File: config.mk
export PLATFORM = sky130hd
export DESIGN_NAME = ascon_round_ctrl
export DESIGN_NICKNAME = d
export VERILOG_FILES = /design/src/rtl/ascon_pkg.sv /design/src/rtl/ascon_round.sv /design/src/rtl/ascon_round_ctrl.sv
export SDC_FILE = /design/constraint.sdc
export NUM_CORES = 2
export LEC_CHECK = 0
export CAP_MARGIN = 20
export CORE_ASPECT_RATIO = 1.5
export CORE_UTILIZATION = 39
export CTS_CLUSTER_SIZE = 16
export DETAILED_ROUTE_END_ITERATION = 10
export GPL_TIMING_DRIVEN = 0
export MAX_ROUTING_LAYER = met4
export PLACE_DENSITY_LB_ADDON = 0.12
export SLEW_MARGIN = 30
export SYNTH_ARGS = -nofsm -noshare
export SYNTH_HDL_FRONTEND = slang
export SYNTH_SLANG_ARGS = --single-unit
export TNS_END_PERCENT = 50
File: constraint.sdc
create_clock -name clk -period 13.3 [get_ports clk]
set_input_delay 2.66 -clock clk [delete_from_list [all_inputs] [get_ports clk]]
set_output_delay 2.66 -clock clk [all_outputs]
set_load 0.01 [all_outputs]
File: src/rtl/ascon_pkg.sv
// Shared encodings, constants and helpers for the Ascon round sequencer.
package ascon_pkg;

    localparam int unsigned W_WORD  = 64;
    localparam int unsigned W_STATE = 5 * W_WORD;
    localparam int unsigned W_RND   = 4;
    localparam int unsigned W_MODE  = 3;
    localparam int unsigned W_HALF  = 128;

    typedef enum logic [W_MODE-1:0] {
        OP_NONE   = 3'd0,
        OP_INIT   = 3'd1,
        OP_ABSORB = 3'd2,
        OP_FINAL  = 3'd3,
        OP_PERM_A = 3'd4,
        OP_PERM_B = 3'd5
    } op_mode_e;

    typedef enum logic [1:0] {
        ST_IDLE  = 2'd0,
        ST_LOAD  = 2'd1,
        ST_ROUND = 2'd2,
        ST_POST  = 2'd3
    } fsm_state_e;

    // Five 64-bit lanes, S_0 in the most significant position.
    typedef struct packed {
        logic [W_WORD-1:0] x0;
        logic [W_WORD-1:0] x1;
        logic [W_WORD-1:0] x2;
        logic [W_WORD-1:0] x3;
        logic [W_WORD-1:0] x4;
    } ascon_state_t;

    localparam logic [W_WORD-1:0] ASCON_IV = 64'h80400c0600000000;
    localparam logic [W_RND-1:0]  PA_START = 4'd0;
    localparam logic [W_RND-1:0]  PB_START = 4'd6;
    localparam logic [W_RND-1:0]  LAST_RND = 4'd11;

    function automatic logic [7:0] round_const(input logic [W_RND-1:0] rnd);
        return {4'(4'd15 - rnd), rnd};
    endfunction

    function automatic logic mode_legal(input logic [W_MODE-1:0] mode);
        return (mode >= 3'(OP_INIT)) && (mode <= 3'(OP_PERM_B));
    endfunction

    function automatic logic [W_WORD-1:0] ror64(input logic [W_WORD-1:0] x,
                                                input int unsigned      n);
        logic [2*W_WORD-1:0] xx;
        xx = {x, x} >> n;
        return xx[W_WORD-1:0];
    endfunction

endpackage

File: src/rtl/ascon_round.sv
// One combinational Ascon round: constant addition, S-box layer, linear layer.
module ascon_round
    import ascon_pkg::*;
(
    input  logic [W_STATE-1:0] state_in,
    input  logic [W_RND-1:0]   rnd,
    output logic [W_STATE-1:0] state_c
);

    ascon_state_t s_in;
    ascon_state_t s_out;
    logic [W_WORD-1:0] a0, a1, a2, a3, a4;
    logic [W_WORD-1:0] b0, b1, b2, b3, b4;
    logic [W_WORD-1:0] c0, c1, c2, c3, c4;

    assign s_in = ascon_state_t'(state_in);

    always_comb begin
        // Constant addition and the input XOR stage of the S-box.
        a0 = s_in.x0 ^ s_in.x4;
        a1 = s_in.x1;
        a2 = (s_in.x2 ^ {56'd0, round_const(rnd)}) ^ s_in.x1;
        a3 = s_in.x3;
        a4 = s_in.x4 ^ s_in.x3;

        b0 = a0 ^ (~a1 & a2);
        b1 = a1 ^ (~a2 & a3);
        b2 = a2 ^ (~a3 & a4);
        b3 = a3 ^ (~a4 & a0);
        b4 = a4 ^ (~a0 & a1);

        c1 = b1 ^ b0;
        c0 = b0 ^ b4;
        c3 = b3 ^ b2;
        c2 = ~b2;
        c4 = b4;

        s_out.x0 = c0 ^ ror64(c0, 19) ^ ror64(c0, 28);
        s_out.x1 = c1 ^ ror64(c1, 61) ^ ror64(c1, 39);
        s_out.x2 = c2 ^ ror64(c2, 1)  ^ ror64(c2, 6);
        s_out.x3 = c3 ^ ror64(c3, 10) ^ ror64(c3, 17);
        s_out.x4 = c4 ^ ror64(c4, 7)  ^ ror64(c4, 41);
    end

    assign state_c = W_STATE'(s_out);

endmodule

File: src/rtl/ascon_round_ctrl.sv
// Ascon permutation sequencer: owns the 320-bit state, runs p^a / p^b with pre/post XOR.
// Define ASCON_SYNC_EN to pass op_ready through a 2-flop synchronizer.
module ascon_round_ctrl
    import ascon_pkg::*;
(
    input  logic          clk,
    input  logic          rst,
    input  logic          op_ready,
    input  logic [2:0]    op_mode,
    input  logic [127:0]  key_128b,
    input  logic [127:0]  nonce_128b,
    input  logic [127:0]  data_128b,
    output logic [63:0]   S_0_reg,
    output logic [63:0]   S_1_reg,
    output logic [63:0]   S_2_reg,
    output logic [63:0]   S_3_reg,
    output logic [63:0]   S_4_reg,
    output logic          busy,
    output logic          done,
    output logic          err
);

    fsm_state_e           state_q, state_d;
    op_mode_e             mode_q, mode_d;
    logic [W_RND-1:0]     rnd_q, rnd_d;
    logic [W_STATE-1:0]   s_q, s_d;
    logic                 busy_q, busy_d;
    logic                 done_q, done_d;
    logic                 err_q, err_d;
    logic                 hist_q, hist_d;
    logic                 op_lvl_c;
    logic                 start_c;
    logic [W_STATE-1:0]   round_c;
    logic                 unused_data_c;

    assign unused_data_c = ^data_128b[63:0];

`ifdef ASCON_SYNC_EN
    logic sync1_q, sync1_d;
    logic sync2_q, sync2_d;

    assign sync1_d = op_ready;
    assign sync2_d = sync1_q;

    always_ff @(posedge clk or posedge rst) begin
        if (rst) begin
            sync1_q <= 1'b0;
            sync2_q <= 1'b0;
        end else begin
            sync1_q <= sync1_d;
            sync2_q <= sync2_d;
        end
    end

    assign op_lvl_c = sync2_q;
`else
    assign op_lvl_c = op_ready;
`endif

    assign hist_d  = op_lvl_c;
    assign start_c = op_lvl_c & ~hist_q;

    ascon_round u_round (
        .state_in (s_q),
        .rnd      (rnd_q),
        .state_c  (round_c)
    );

    always_comb begin
        state_d = state_q;
        mode_d  = mode_q;
        rnd_d   = rnd_q;
        s_d     = s_q;
        done_d  = 1'b0;
        err_d   = 1'b0;

        case (state_q)
            ST_IDLE: begin
                if (start_c) begin
                    if (mode_legal(op_mode)) begin
                        mode_d  = op_mode_e'(op_mode);
                        state_d = ST_LOAD;
                    end else begin
                        err_d = 1'b1;
                    end
                end
            end
            ST_LOAD: begin
                case (mode_q)
                    OP_INIT:   s_d = {ASCON_IV, key_128b, nonce_128b};
                    OP_ABSORB: s_d[W_STATE-1 -: W_WORD] = s_q[W_STATE-1 -: W_WORD] ^ data_128b[127:64];
                    OP_FINAL:  s_d[W_STATE-W_WORD-1 -: W_HALF] = s_q[W_STATE-W_WORD-1 -: W_HALF] ^ key_128b;
                    default:   s_d = s_q;
                endcase
                rnd_d   = ((mode_q == OP_ABSORB) || (mode_q == OP_PERM_B)) ? PB_START : PA_START;
                state_d = ST_ROUND;
            end
            ST_ROUND: begin
                // An out-of-range count bails straight to POST without touching the state.
                if (rnd_q > LAST_RND) begin
                    state_d = ST_POST;
                end else begin
                    s_d = round_c;
                    if (rnd_q == LAST_RND) begin
                        state_d = ST_POST;
                    end else begin
                        rnd_d = rnd_q + 4'd1;
                    end
                end
            end
            ST_POST: begin
                if ((mode_q == OP_INIT) || (mode_q == OP_FINAL)) begin
                    s_d[W_HALF-1:0] = s_q[W_HALF-1:0] ^ key_128b;
                end
                done_d  = 1'b1;
                state_d = ST_IDLE;
            end
            default: state_d = ST_IDLE;
        endcase
    end

    assign busy_d = (state_d != ST_IDLE);

    always_ff @(posedge clk or posedge rst) begin
        if (rst) begin
            state_q <= ST_IDLE;
            mode_q  <= OP_NONE;
            rnd_q   <= '0;
            s_q     <= '0;
            busy_q  <= 1'b0;
            done_q  <= 1'b0;
            err_q   <= 1'b0;
            hist_q  <= 1'b0;
        end else begin
            state_q <= state_d;
            mode_q  <= mode_d;
            rnd_q   <= rnd_d;
            s_q     <= s_d;
            busy_q  <= busy_d;
            done_q  <= done_d;
            err_q   <= err_d;
            hist_q  <= hist_d;
        end
    end

    assign S_0_reg = s_q[319:256];
    assign S_1_reg = s_q[255:192];
    assign S_2_reg = s_q[191:128];
    assign S_3_reg = s_q[127:64];
    assign S_4_reg = s_q[63:0];
    assign busy    = busy_q;
    assign done    = done_q;
    assign err     = err_q;

endmodule

==> impl_metrics.env <==
export IMPL_status="finished, final reports clean"
export IMPL_fin_cells=5836
export IMPL_drtIter0Drc=3896
export IMPL_slew_headroom=0.237
export IMPL_required_ns=10.64
export IMPL_clk_pin_slew_ns=0.07
export IMPL_gp_congestion=1.10
export IMPL_setup_viol=0
export IMPL_grt_max_degree=84
export IMPL_slowest_stage="clkdlybuf4s50_1"
export IMPL_routed_via_count=34600
export IMPL_firstDrtPassIters=6
export IMPL_synthTopCellsByCount="xnor2_1 (967), nor2_1 (336), dfrtp_1 (333)"
export IMPL_cp_end_kind="output port"
export IMPL_synth_seq_cells=333
export IMPL_dp_cells=5749
export IMPL_arrival_ns=1.99
export IMPL_synth_cells=3944
export IMPL_synth_fp_nets=4467
export IMPL_die_x_um=243
export IMPL_startpoint_type="flip-flop"
export IMPL_synthArstFlopShare=1.00
export IMPL_final_area_um2=44500
export IMPL_layout_drive_gt1_share=0.0775
export IMPL_hold_path_class="flip-flop to flip-flop"
export IMPL_drtAntennaViolNets=0
export IMPL_drc=0
export IMPL_cap_violations=0
export IMPL_worst_setup_path_type="flip-flop to output port"
export IMPL_yosysMostFrequentCell="xnor2_1"
export IMPL_syn_area_per_cell_um2=8.60
export IMPL_dp_hpwl_mm=174
export IMPL_timing_fmax_mhz=215
export IMPL_crit_buf_inv=1
export IMPL_post_cts_setup_buffers=0
export IMPL_skew_ns=0.0260
export IMPL_clk_latency_ns=0.61
export IMPL_rsz0062_at_grt="no"
export IMPL_viasPerCell=5.93
export IMPL_path_depth=1
export IMPL_cts_resized=0
export IMPL_reg2reg_depth=9
export IMPL_post_route_util=0.516
export IMPL_grt_pass1_vias=33500
export IMPL_syn_to_final_growth_pct=31.2
export IMPL_worst_pin_slew_ns=1.14
export IMPL_routed_wl_mm=210
export IMPL_start_util=0.394
export IMPL_cp_max_fo=6
export IMPL_grt_first_pass_wirelength_mm=281
export IMPL_cts_hold_buf=0
export IMPL_fin_crit_sh=0.350
export IMPL_grt_ovfl_total=0
export IMPL_synth_area_top_cells="xnor2_1 (25%), dfrtp_1 (25%), xor2_1 (8.3%)"
export IMPL_clockBufferDepth=3
export IMPL_htreeDepth=2
export IMPL_synth_warnings=0
export IMPL_synth_edff_count=0
export IMPL_fillers=8305
export IMPL_yosys_most_used_dff="dfrtp_1"
export IMPL_final_max_slew_viol_count=0
export IMPL_nets=5176
export IMPL_antenna_found_initial=13
export IMPL_die_area_um2=88200
export IMPL_layout_min_cycle_time_ns=4.65
export IMPL_synth_top_cell_area_share=0.250
export IMPL_hold_viol_final=0
export IMPL_cts_tree="built"
export IMPL_ys_seq_area_frac=0.246
export IMPL_cts_sinks=333
export IMPL_worstPathCellList="clkdlybuf4s50_1"
export IMPL_cts_buffers=41
export IMPL_cp_top_family="buffers and inverters"
export IMPL_grt_usage=0.480
export IMPL_syn_cell_area_um2=33900
export IMPL_portBuffers=648
export IMPL_placed_cell_area_um2=43100
export IMPL_core_area_um2=86200
export IMPL_clockRootBuffer="clkbuf_16"
export IMPL_whs_path_depth=3
export IMPL_die_height_um=363
export IMPL_fp_row_count=132
export IMPL_synth_cell_type_count=53
export IMPL_yosysTopAreaCell="xnor2_1"
export IMPL_pin_count=713
export IMPL_wl_per_cell_um=36.0
export IMPL_cp_slowest_stage_delay_ns=0.71
-- sequential cells by signal, indices dropped and copies added (netlist names) --
| signal | cells |
|---|---|
| state_q | 2 |
| done | 1 |
| err | 1 |
| s_q | 320 |
| hist_q | 1 |
| busy | 1 |
| rnd_q | 4 |
| mode_q | 3 |
-- logic make-up after synthesis --
logic type / synth area share
xor gates and xnor gates: 0.376
and+or+nand+nor: 0.109
muxes: 0.0155
DFF: 0.246
adders and majority gates: 0.0544
buffers and inverters: 0.0397
AOI/OAI and AO/OA: 0.160
-- final cells by class --
type	instances	area [µm²]	share of cell area
Clock inverter	18	184	0.00413
Inverter	152	578	0.0130
Antenna cell	15	37.5	0.000843
Clock buffer	54	1120	0.0253
Multi-Input combinational cell	3265	25200	0.565
Buffer	194	800	0.0180
Timing Repair Buffer	666	6870	0.154
Tap cell	1139	1430	0.0320
Sequential cell	333	8330	0.187
-- stage by stage --
stage	TNS, ns	setup slack [ns]	hold WS (ns)
finish	0	8.65	0.504
global route	0	8.69	0.551
CTS	0	8.67	0.504
detailed placement	0	9.00	0.496
global placement	-1474.05	-4.51	0.503
floorplan	0	1.42	0.480
-- routing by layer --
| metal | GRT usage | vias to the layer above | share of wire |
|---|---|---|---|
| met4 | 0.403 | 0 | 0.10 |
| li1 | - | 14800 | - |
| met2 | 0.747 | 2120 | 0.45 |
| met1 | 0.537 | 17100 | 0.36 |
| met3 | 0.0833 | 566 | 0.085 |
| met5 | - | - | 0 |
-- path summary, 6_finish.rpt --
check,startpoint,to,slack (ns)
max in group asynchronous,rst,s_q[147],9.64
hold reg to reg,hist_q,err,0.50
min in group asynchronous,rst,s_q[176],2.53
setup reg to reg,state_q[0],s_q[60],9.55
setup / recovery,s_q[289],S_0_reg[33],8.65
hold / removal,hist_q,err,0.50
-- placed cells by master, fill, tap and decap left out, types with 28 or more instances in the layout --
cell,netlist,layout
nand2_1,280,278
nand3_1,29,29
buf_2,39,40
dfrtp_1,333,333
inv_1,150,149
nand4b_1,58,58
o21ai_1,156,156
xnor2_1,967,875
ha_1,133,133
xor2_2,4,28
a21oi_1,303,303
nor2_1,336,335
o211ai_1,59,59
clkdlybuf4s50_1,0,648
a22oi_1,127,127
mux2i_1,49,49
xor2_1,322,298
o21ai_0,81,81
o221ai_1,58,58
nor3b_1,60,59
clkbuf_16,0,41
clkbuf_1,144,135
xnor2_2,79,171
Power is not shown: default switching activity piles up to over one toggle a cycle in this logic, so the estimate is an artifact.
